===== config.mk =====
export PLATFORM = sky130hd
export DESIGN_NAME = line_refill_master
export DESIGN_NICKNAME = d
export VERILOG_FILES = /design/src/rtl/cache_pkg.sv /design/src/rtl/line_refill_master.sv
export SDC_FILE = /design/constraint.sdc
export NUM_CORES = 1
export LEC_CHECK = 0
export BUFFER_PORTS_ARGS = -buffer_cell sky130_fd_sc_hd__buf_2
export CAP_MARGIN = 15
export CELL_PAD_IN_SITES_DETAIL_PLACEMENT = 0
export CELL_PAD_IN_SITES_GLOBAL_PLACEMENT = 2
export CORE_UTILIZATION = 28
export CTS_CLUSTER_SIZE = 8
export DETAILED_ROUTE_END_ITERATION = 10
export PLACE_DENSITY_LB_ADDON = 0.1
export SYNTH_ARGS = -nofsm -noshare
export SYNTH_HDL_FRONTEND = slang
export SYNTH_SLANG_ARGS = --single-unit

===== constraint.sdc =====
create_clock -name clk -period 5.65 [get_ports clk]
set_clock_uncertainty 0.2 [all_clocks]
set_input_delay 0.565 -clock clk [delete_from_list [all_inputs] [get_ports clk]]
set_output_delay 0.565 -clock clk [all_outputs]
set_load 0.05 [all_outputs]

===== src/rtl/cache_pkg.sv =====
// Shared cache definitions: bus widths, line-address helper and the refill engine state encoding.
package cache_pkg;

    localparam int ADDR_W     = 32;
    localparam int DATA_W     = 32;
    localparam int WORD_BYTES = 4;

    typedef enum logic [2:0] {
        IDLE,
        WB_REQ,
        WB_GAP,
        FILL_REQ,
        FILL_GAP,
        DONE
    } state_t;

    function automatic logic [ADDR_W-1:0] line_base(input logic [ADDR_W-1:0] addr,
                                                    input int line_words);
        logic [ADDR_W-1:0] mask;
        mask = ADDR_W'(line_words * WORD_BYTES - 1);
        return addr & ~mask;
    endfunction

endpackage


===== src/rtl/line_refill_master.sv =====
// Memory-side miss engine: optional dirty-victim writeback, then a critical-word-first
// wrapping line refill, one registered request/ack beat at a time.
module line_refill_master
    import cache_pkg::*;
#(
    parameter int LINE_WORDS = 4,
    parameter int TIMEOUT    = 64
) (
    input  logic                          clk,
    input  logic                          rst,
    input  logic                          miss_valid,
    output logic                          miss_ready,
    input  logic [ADDR_W-1:0]             miss_addr,
    input  logic                          victim_dirty,
    input  logic [ADDR_W-1:0]             victim_addr,
    output logic [$clog2(LINE_WORDS)-1:0] wb_idx,
    input  logic [DATA_W-1:0]             wb_data,
    output logic                          fill_we,
    output logic [$clog2(LINE_WORDS)-1:0] fill_idx,
    output logic [DATA_W-1:0]             fill_data,
    output logic                          done,
    output logic                          err,
    output logic [ADDR_W-1:0]             mem_address,
    output logic                          mem_read,
    output logic                          mem_write,
    output logic [DATA_W-1:0]             mem_wdata,
    input  logic [DATA_W-1:0]             mem_data_out,
    input  logic                          mem_ready
);

    localparam int IDX_W  = $clog2(LINE_WORDS);
    localparam int TCNT_W = $clog2(TIMEOUT) + 1;

    state_t             state, state_nxt;
    logic [IDX_W-1:0]   beat, beat_nxt;
    logic [TCNT_W-1:0]  tcnt, tcnt_nxt;
    logic               timeout;
    logic [ADDR_W-1:0]  miss_q, victim_q;

    logic [IDX_W-1:0]   crit, fill_cur, issue_idx;
    logic [ADDR_W-1:0]  issue_src;
    logic               issue, last_beat;

    logic               miss_ready_nxt, mem_read_nxt, mem_write_nxt;
    logic               fill_we_nxt, done_nxt, err_nxt;
    logic [IDX_W-1:0]   wb_idx_nxt, fill_idx_nxt;
    logic [ADDR_W-1:0]  mem_address_nxt;
    logic [DATA_W-1:0]  mem_wdata_nxt, fill_data_nxt;

    // While idle the addresses come straight from the ports so the first request can go out on accept.
    assign crit      = (state == IDLE) ? miss_addr[2 +: IDX_W] : miss_q[2 +: IDX_W];
    assign fill_cur  = crit + beat;
    assign last_beat = (beat == IDX_W'(LINE_WORDS - 1));

    always_ff @(posedge clk or posedge rst) begin
        if (rst) begin
            state       <= IDLE;
            beat        <= '0;
            tcnt        <= '0;
            miss_q      <= '0;
            victim_q    <= '0;
            miss_ready  <= 1'b1;
            mem_read    <= 1'b0;
            mem_write   <= 1'b0;
            mem_address <= '0;
            mem_wdata   <= '0;
            wb_idx      <= '0;
            fill_we     <= 1'b0;
            fill_idx    <= '0;
            fill_data   <= '0;
            done        <= 1'b0;
            err         <= 1'b0;
        end else begin
            state       <= state_nxt;
            beat        <= beat_nxt;
            tcnt        <= tcnt_nxt;
            if (state == IDLE && miss_valid) begin
                miss_q   <= miss_addr;
                victim_q <= victim_addr;
            end
            miss_ready  <= miss_ready_nxt;
            mem_read    <= mem_read_nxt;
            mem_write   <= mem_write_nxt;
            mem_address <= mem_address_nxt;
            mem_wdata   <= mem_wdata_nxt;
            wb_idx      <= wb_idx_nxt;
            fill_we     <= fill_we_nxt;
            fill_idx    <= fill_idx_nxt;
            fill_data   <= fill_data_nxt;
            done        <= done_nxt;
            err         <= err_nxt;
        end
    end

    // A new beat is only launched from a GAP state once mem_ready has fallen.
    always_comb begin
        state_nxt = state;
        beat_nxt  = beat;
        tcnt_nxt  = tcnt;
        timeout   = 1'b0;
        case (state)
            IDLE: begin
                if (miss_valid) begin
                    state_nxt = victim_dirty ? WB_REQ : FILL_REQ;
                    beat_nxt  = '0;
                    tcnt_nxt  = '0;
                end
            end
            WB_REQ, FILL_REQ: begin
                if (mem_ready) begin
                    state_nxt = (state == WB_REQ) ? WB_GAP : FILL_GAP;
                end else if (tcnt == TCNT_W'(TIMEOUT - 1)) begin
                    state_nxt = DONE;
                    timeout   = 1'b1;
                end else begin
                    tcnt_nxt = tcnt + TCNT_W'(1);
                end
            end
            WB_GAP: begin
                if (!mem_ready) begin
                    tcnt_nxt  = '0;
                    state_nxt = last_beat ? FILL_REQ : WB_REQ;
                    beat_nxt  = last_beat ? '0 : beat + IDX_W'(1);
                end
            end
            FILL_GAP: begin
                if (!mem_ready) begin
                    tcnt_nxt  = '0;
                    state_nxt = last_beat ? DONE : FILL_REQ;
                    beat_nxt  = last_beat ? beat : beat + IDX_W'(1);
                end
            end
            DONE:    state_nxt = IDLE;
            default: state_nxt = IDLE;
        endcase
    end

    // Registered outputs are the next-cycle view of the FSM.
    always_comb begin
        issue     = (state_nxt == WB_REQ || state_nxt == FILL_REQ) && (state_nxt != state);
        issue_idx = (state_nxt == WB_REQ) ? beat_nxt : crit + beat_nxt;
        if (state_nxt == WB_REQ) begin
            issue_src = (state == IDLE) ? victim_addr : victim_q;
        end else begin
            issue_src = (state == IDLE) ? miss_addr : miss_q;
        end

        miss_ready_nxt  = (state_nxt == IDLE);
        mem_read_nxt    = (state_nxt == FILL_REQ);
        mem_write_nxt   = (state_nxt == WB_REQ);
        mem_address_nxt = mem_address;
        mem_wdata_nxt   = mem_wdata;
        if (issue) begin
            mem_address_nxt = line_base(issue_src, LINE_WORDS) + ADDR_W'({issue_idx, 2'b00});
            if (state_nxt == WB_REQ) begin
                mem_wdata_nxt = wb_data;
            end
        end

        // wb_idx runs one beat ahead so wb_data is already valid when the next write is raised.
        wb_idx_nxt = wb_idx;
        if (state == WB_REQ && mem_ready) begin
            wb_idx_nxt = wb_idx + IDX_W'(1);
        end else if (state_nxt != WB_REQ && state_nxt != WB_GAP) begin
            wb_idx_nxt = '0;
        end

        fill_we_nxt   = (state == FILL_REQ) && mem_ready;
        fill_idx_nxt  = fill_we_nxt ? fill_cur : fill_idx;
        fill_data_nxt = fill_we_nxt ? mem_data_out : fill_data;
        done_nxt      = (state_nxt == DONE);
        err_nxt       = timeout;
    end

endmodule


Yosys cells after proc, flatten, opt, wreduce, memory -nomap -nowiden:

Cells that the tools add are included.

* multiplexer cells: 31
* reduce and logical (&&, ||, !) cells: 14
* equality and inequality tests: 16
* add/subtract/negate cells: 6

Operator list (count)
* 32-bit two-way mux: 3
* 32-bit by 4-bit adder with 32-bit output: 1
* 7-bit two-way mux: 4
* 2-bit two-way mux: 11
* 3-bit two-way mux: 7
* 7-bit case mux with 3 select lines: 1
* 3-bit case mux with 4 select lines: 1
* 3-bit by 2-bit equality test with 1-bit output, second input constant: 3
* 2-bit inequality test, second input constant: 4
* 7-bit by 1-bit adder with 7-bit output, second input constant: 1
* 7-bit by 6-bit equality test with 1-bit output, second input constant: 1
* 3-bit by 1-bit equality test with 1-bit output, second input constant: 2
* 3-bit equality test, second input constant: 2
* 3-bit logical NOT: 2
* 2-bit case mux with 3 select lines: 1
* 1-bit logical AND: 5
* 5-bit AND reduction: 1
* 2-bit by 1-bit adder with 2-bit output, second input constant: 2
* 2-bit adder: 2
* 2-bit OR reduction: 2
* 1-bit two-way mux: 3
* 3-bit by 1-bit inequality test with 1-bit output, second input constant: 1
* 3-bit by 2-bit inequality test with 1-bit output, second input constant: 1
* 3-bit inequality test: 1
* other kinds (5): 5

* register bits after elaboration: 182
* output and inout bits: 106
* logic and storage cells: 83
* input port bits: 133

Longest topological paths before layout:

* word-level depth: 8
* depth in mapped cells: 10
* mapped depth without buffers: 7

Worst setup path before layout:

Ideal clock, no wire load.

* kind: register to register
* from: register state[2]
* to: register mem_address[3]
* cell stages (with the launch flop): 11
* period minus slack after synthesis: 2.865 ns
* path slack: 2.785 ns
* buffers on the path: 4
* required time: 5.381 ns
* data arrival time: 2.596 ns
* library setup time: 0.069 ns
* cells stage by stage: dfrtp_1 > buf_4 > clkbuf_1 > nor3_2 > buf_4 > buf_2 > mux2_2 > ha_1 > xor2_1 > or4_1 > nand3_1

* longest elaborated chain between the ends: 7
* elaborated cells on any way between the ends: 23
* those cells by class: 2 x add/sub; 7 x eq/ne; 10 x mux; 4 x reduce/logical

Ends and longest elaborated chain
* start: declaration: RTL line line_refill_master.sv:34 `state_t state, state_nxt;`
* start signal: assignment: RTL line line_refill_master.sv:74 `state <= state_nxt;`
* 3-bit by 1-bit equality test with 1-bit output: RTL line line_refill_master.sv:101, line_refill_master.sv:111
* 3-bit two-way mux: RTL line line_refill_master.sv:111 `state_nxt = (state == WB_REQ) ? WB_GAP : FILL_GAP;`
* 3-bit two-way mux: RTL line line_refill_master.sv:110 `if (mem_ready) begin`
* 3-bit case mux with 4 select lines: RTL line line_refill_master.sv:101 `case (state)`
* 3-bit by 1-bit equality test with 1-bit output or 3-bit by 2-bit equality test with 1-bit output (tied branches): RTL line line_refill_master.sv:140, line_refill_master.sv:141
* 2-bit two-way mux or 1-bit logical OR (tied branches): RTL line line_refill_master.sv:141, line_refill_master.sv:140
* 32-bit by 4-bit adder with 32-bit output or 1-bit logical AND (tied branches): RTL line line_refill_master.sv:154, line_refill_master.sv:140
* end signal: assignment: RTL line line_refill_master.sv:84 `mem_address <= mem_address_nxt;`
* end: declaration: RTL line line_refill_master.sv:23 `output logic [ADDR_W-1:0] mem_address,`

Several ways; a longest one is shown, not always the timed one.
A chain may end at the register's enable or synchronous reset.

Worst setup path in the final report:

* from: register state[0]
* to: register mem_address[18]

* longest elaborated chain between the ends: 7
* elaborated cells on any way between the ends: 26
* those cells by class: 2 x add/sub; 7 x eq/ne; 13 x mux; 4 x reduce/logical

Ends and longest elaborated chain
* 3-bit by 1-bit equality test with 1-bit output: RTL line line_refill_master.sv:101, line_refill_master.sv:111
* 3-bit two-way mux: RTL line line_refill_master.sv:111
* 3-bit two-way mux: RTL line line_refill_master.sv:110
* 3-bit case mux with 4 select lines: RTL line line_refill_master.sv:101
* 3-bit by 1-bit equality test with 1-bit output or 3-bit by 2-bit equality test with 1-bit output (tied branches): RTL line line_refill_master.sv:140, line_refill_master.sv:141, line_refill_master.sv:142
* 32-bit two-way mux, or another cell as far along: RTL line line_refill_master.sv:142 `if (state_nxt == WB_REQ) begin`
* 32-bit by 4-bit adder with 32-bit output or 1-bit logical AND (tied branches): RTL line line_refill_master.sv:154, line_refill_master.sv:140

Several ways; a longest one is shown, not always the timed one.

==> reports/metrics.csv <==
metric,value,unit
status,finished clean,
vias,6515,
Syn Area/Cell,10.0,um2
Worst R2R Start,state[0]$_DFF_PP0_,
maximum clock rate,0.250,GHz
share of layout cells above drive strength 1,31.4,%
port bufs,230,
I/O pin cnt,239,
number of vias per cell,4.61,
post-synthesis cell type count,59,
Post-Route WL,23900,um
Die Wd,173,um
"Slowest-stage cell, CP",dfrtp_1,
Relative slew margins,31.7,%
clk_lat worst skew,0.43,ns
via count of the first global-routing pass,6624,
hold depth,3,
Post-Route Utilization,35.7,%
First-pass DRT Iterations,4,
pin count of the biggest net entering global routing,89,
# nets final,1152,
setup TNS,0,ns
ratio of final minimum period to clock period,70.8,%
reg2reg end,mem_address[18]$_DFFE_PP0P_,
peak supply drop,0.379,mV
CTS resizes,0,
DIE AREA,29800,um2
CP Capture Type,flip-flop,
flop-to-flop setup slack,1.65,ns
worst reg-to-reg path cell count,7,
worst endpoint data arrival time,4.10,ns
Total GRT Usage,16.4,%
initial antenna violation count,4,
Hold Crit Class,primary input to flip-flop,
Residual DRC,0,
min-delay src,mem_data_out[12],
Area Growth Syn to Fin,25.7,%
"CP delay by family, top",simple AND/OR/NAND/NOR gates,
Die Ht,173,um
ys async rst share,100,%
"most used cell, CP",buf_4,
Post-Syn Area,8160,um2
Sequential Power Share,30.0,%
Total Power,7.12,mW
Max Root-Sink Buffers,2,
RSZ-0062 raised after global routing,no,
"Buf+Inv Stages, Crit Path",2,
YS warnings,0,
"Reg clk slew, reported paths",0.07,ns
Iter 0 DRT Violations,265,
CP Launch Type,flip-flop,
Post-CTS Hold Buffers,1,
total CTS buffers,17,
GRT overflow,0,
post-route ant nets,0,
Comb power frac,51.5,%
H-tree depth,4,
Hold Path Sink,fill_data[12]$_DFFE_PP0P_,
drt wl/cell,16.9,um
Post-synth top flop,dfrtp_1,
WP data required,5.75,ns
"Seq/Total Area, Yosys",53.4,%
top cell type by total area after synthesis,dfrtp_1,
total core area,28700,um2
num rows,62,
Clk pwr share,18.5,%
setup bufs post-CTS,0,
Clock Sinks,174,
"Cell Chain, Critical Path",or4b_4 -> o32ai_4 -> a21oi_4 -> buf_4 -> nand3_1 -> buf_4 -> o311ai_0,
# fillers,3019,
routability-driven placement congestion ratio,0.736,
number of synthesized register bits,174,
worst stage delay on the critical path,0.92,ns
number of synthesized flops with an enable pin,0,
post-synth top area share,53.0,%
Switch Pwr,3.44,mW
Leakage Power,5.12,nW
count of final hold-check violations,0,
Detail Placement HPWL,15200,um
TritonCTS clock tree,done,
critical-path maximum fanout,60,
Final Max Tran Viols,0,
Switching Fraction,48.3,%
min Tclk post-route,4.00,ns
Worst-Margin Slew,1.02,ns
first-pass GRT wire length,38300,um
"Worst Path Class, Setup",flip-flop to flip-flop,
synth top area cells,"dfrtp_1, nand2_1, mux2i_1, mux2_2, a311o_1",
Setup-failing EPs final,0,
"top cells by count, synth","nand2_1, dfrtp_1, mux2i_1",
most frequent cell after synthesis,nand2_1,
Cell Pwr Density,694,nW/um2
Root Driver,clkbuf_16,
starting density of the core,28.4,%
Syn Inst Count,813,
Cell Int Power,3.68,mW
max cap viols,0,
## sequential cells by signal, summed over array words and instances, names as in the netlist, 3 cells and up
name         flops
fill_data       32
mem_address     30
mem_wdata       32
miss_q          30
state            3
tcnt             7
victim_q        28
## power by group through the flow
stage               Clock, mW  Combinational [mW]  Sequential, mW
floorplan                   0                1.76            3.24
detailed placement          0                3.74            2.15
CTS                      1.37                3.74            2.14
global placement            0                3.72            2.14
finish                   1.31                3.67            2.14
global route             1.41                3.98            2.22
## cell type report
class                      instances  area (um2)  area share (%)
sequential                       174        4360            42.5
multi-input combinational        568        3480            33.9
timing repair buffer             242        1240            12.1
tap                              384         480            4.68
clock buffer                      21         470            4.59
clock inverter                    11         179            1.74
inverter                          10        45.0           0.439
antenna                            2        5.00          0.0488
## tightest hold or removal path: cells and delay by family
kind                   cells  cell delay [ns]
and+or+nand+nor            2             0.08
buffers and inverters      1             0.07
## routing by layer
layer / part of all wire, % / vias up / GRT usage [%]
li1: - / 3187 / -
met1: 47 / 3116 / 21.5
met2: 44 / 194 / 25.4
met3: 8.4 / 16 / 6.38
met4: 0.96 / 2 / 3.83
met5: 0.054 / - / 0
## cell usage in the layout, fill, tap and decap left out, types with 2 or more instances in the layout
cell,netlist,routed
o311ai_1,20,20
a311o_1,28,28
o22ai_1,3,3
ha_1,6,6
clkinv_4,0,2
nand2_1,313,313
a21oi_1,6,6
nand2b_1,7,7
clkbuf_8,0,3
mux2i_1,61,61
o211ai_1,2,2
buf_4,4,11
nand3_1,7,7
nor2_1,11,9
nor3b_1,4,3
and3_1,2,2
bufinv_16,0,4
nor3_1,2,2
inv_6,0,3
conb_1,1,2
buf_2,14,230
o311ai_0,9,9
dfrtp_1,173,173
inv_1,9,8
o21ai_0,10,10
o21bai_1,2,2
clkinvlp_4,0,2
a21o_1,3,2
a211oi_1,2,2
diode_2,0,2
xnor2_1,3,3
nor3b_2,1,2
clkbuf_16,0,17
nor2b_1,3,3
nor2_2,0,2
mux2_2,35,35
## metrics by stage
step / worst slack, ns / hold WS, ns / cells / cell area (um2)
after floorplan: 0.170 / 0.242 / 814 / 8170
after global placement: 1.62 / 0.254 / 1377 / 9590
after detailed placement: 1.57 / 0.257 / 1377 / 9590
after CTS: 1.55 / 0.0947 / 1410 / 10300
after global routing: 1.24 / 0.0994 / 1410 / 10300
final: 1.65 / 0.120 / 1412 / 10300
## cell families (layout without fill, tap and decap cells)
family / count (synthesis) / in the layout / synth area share, %
muxes: 96 / 96 / 12.3
adders and majority gates: 6 / 6 / 0.920
DFF: 174 / 174 / 53.4
buffers and inverters: 72 / 284 / 4.45
and+or+nand+nor: 362 / 362 / 18.2
AOI/OAI and AO/OA: 98 / 98 / 10.3
other: 1 / 4 / 0.0459
xor gates and xnor gates: 4 / 4 / 0.429
## worst max-delay path by stage
stage,from,cells after the start,endpoint,slack (ns)
after floorplan,rst,1,beat[0]$_DFF_PP0_,0.17
after global placement,state[0]$_DFF_PP0_,7,mem_address[18]$_DFFE_PP0P_,1.62
after detailed placement,state[0]$_DFF_PP0_,7,mem_address[18]$_DFFE_PP0P_,1.57
after CTS,state[0]$_DFF_PP0_,7,mem_address[18]$_DFFE_PP0P_,1.55
after global routing,state[0]$_DFF_PP0_,7,mem_address[18]$_DFFE_PP0P_,1.24
final,state[0]$_DFF_PP0_,7,mem_address[18]$_DFFE_PP0P_,1.65
No activity file was read; power rests on OpenSTA's default activity.
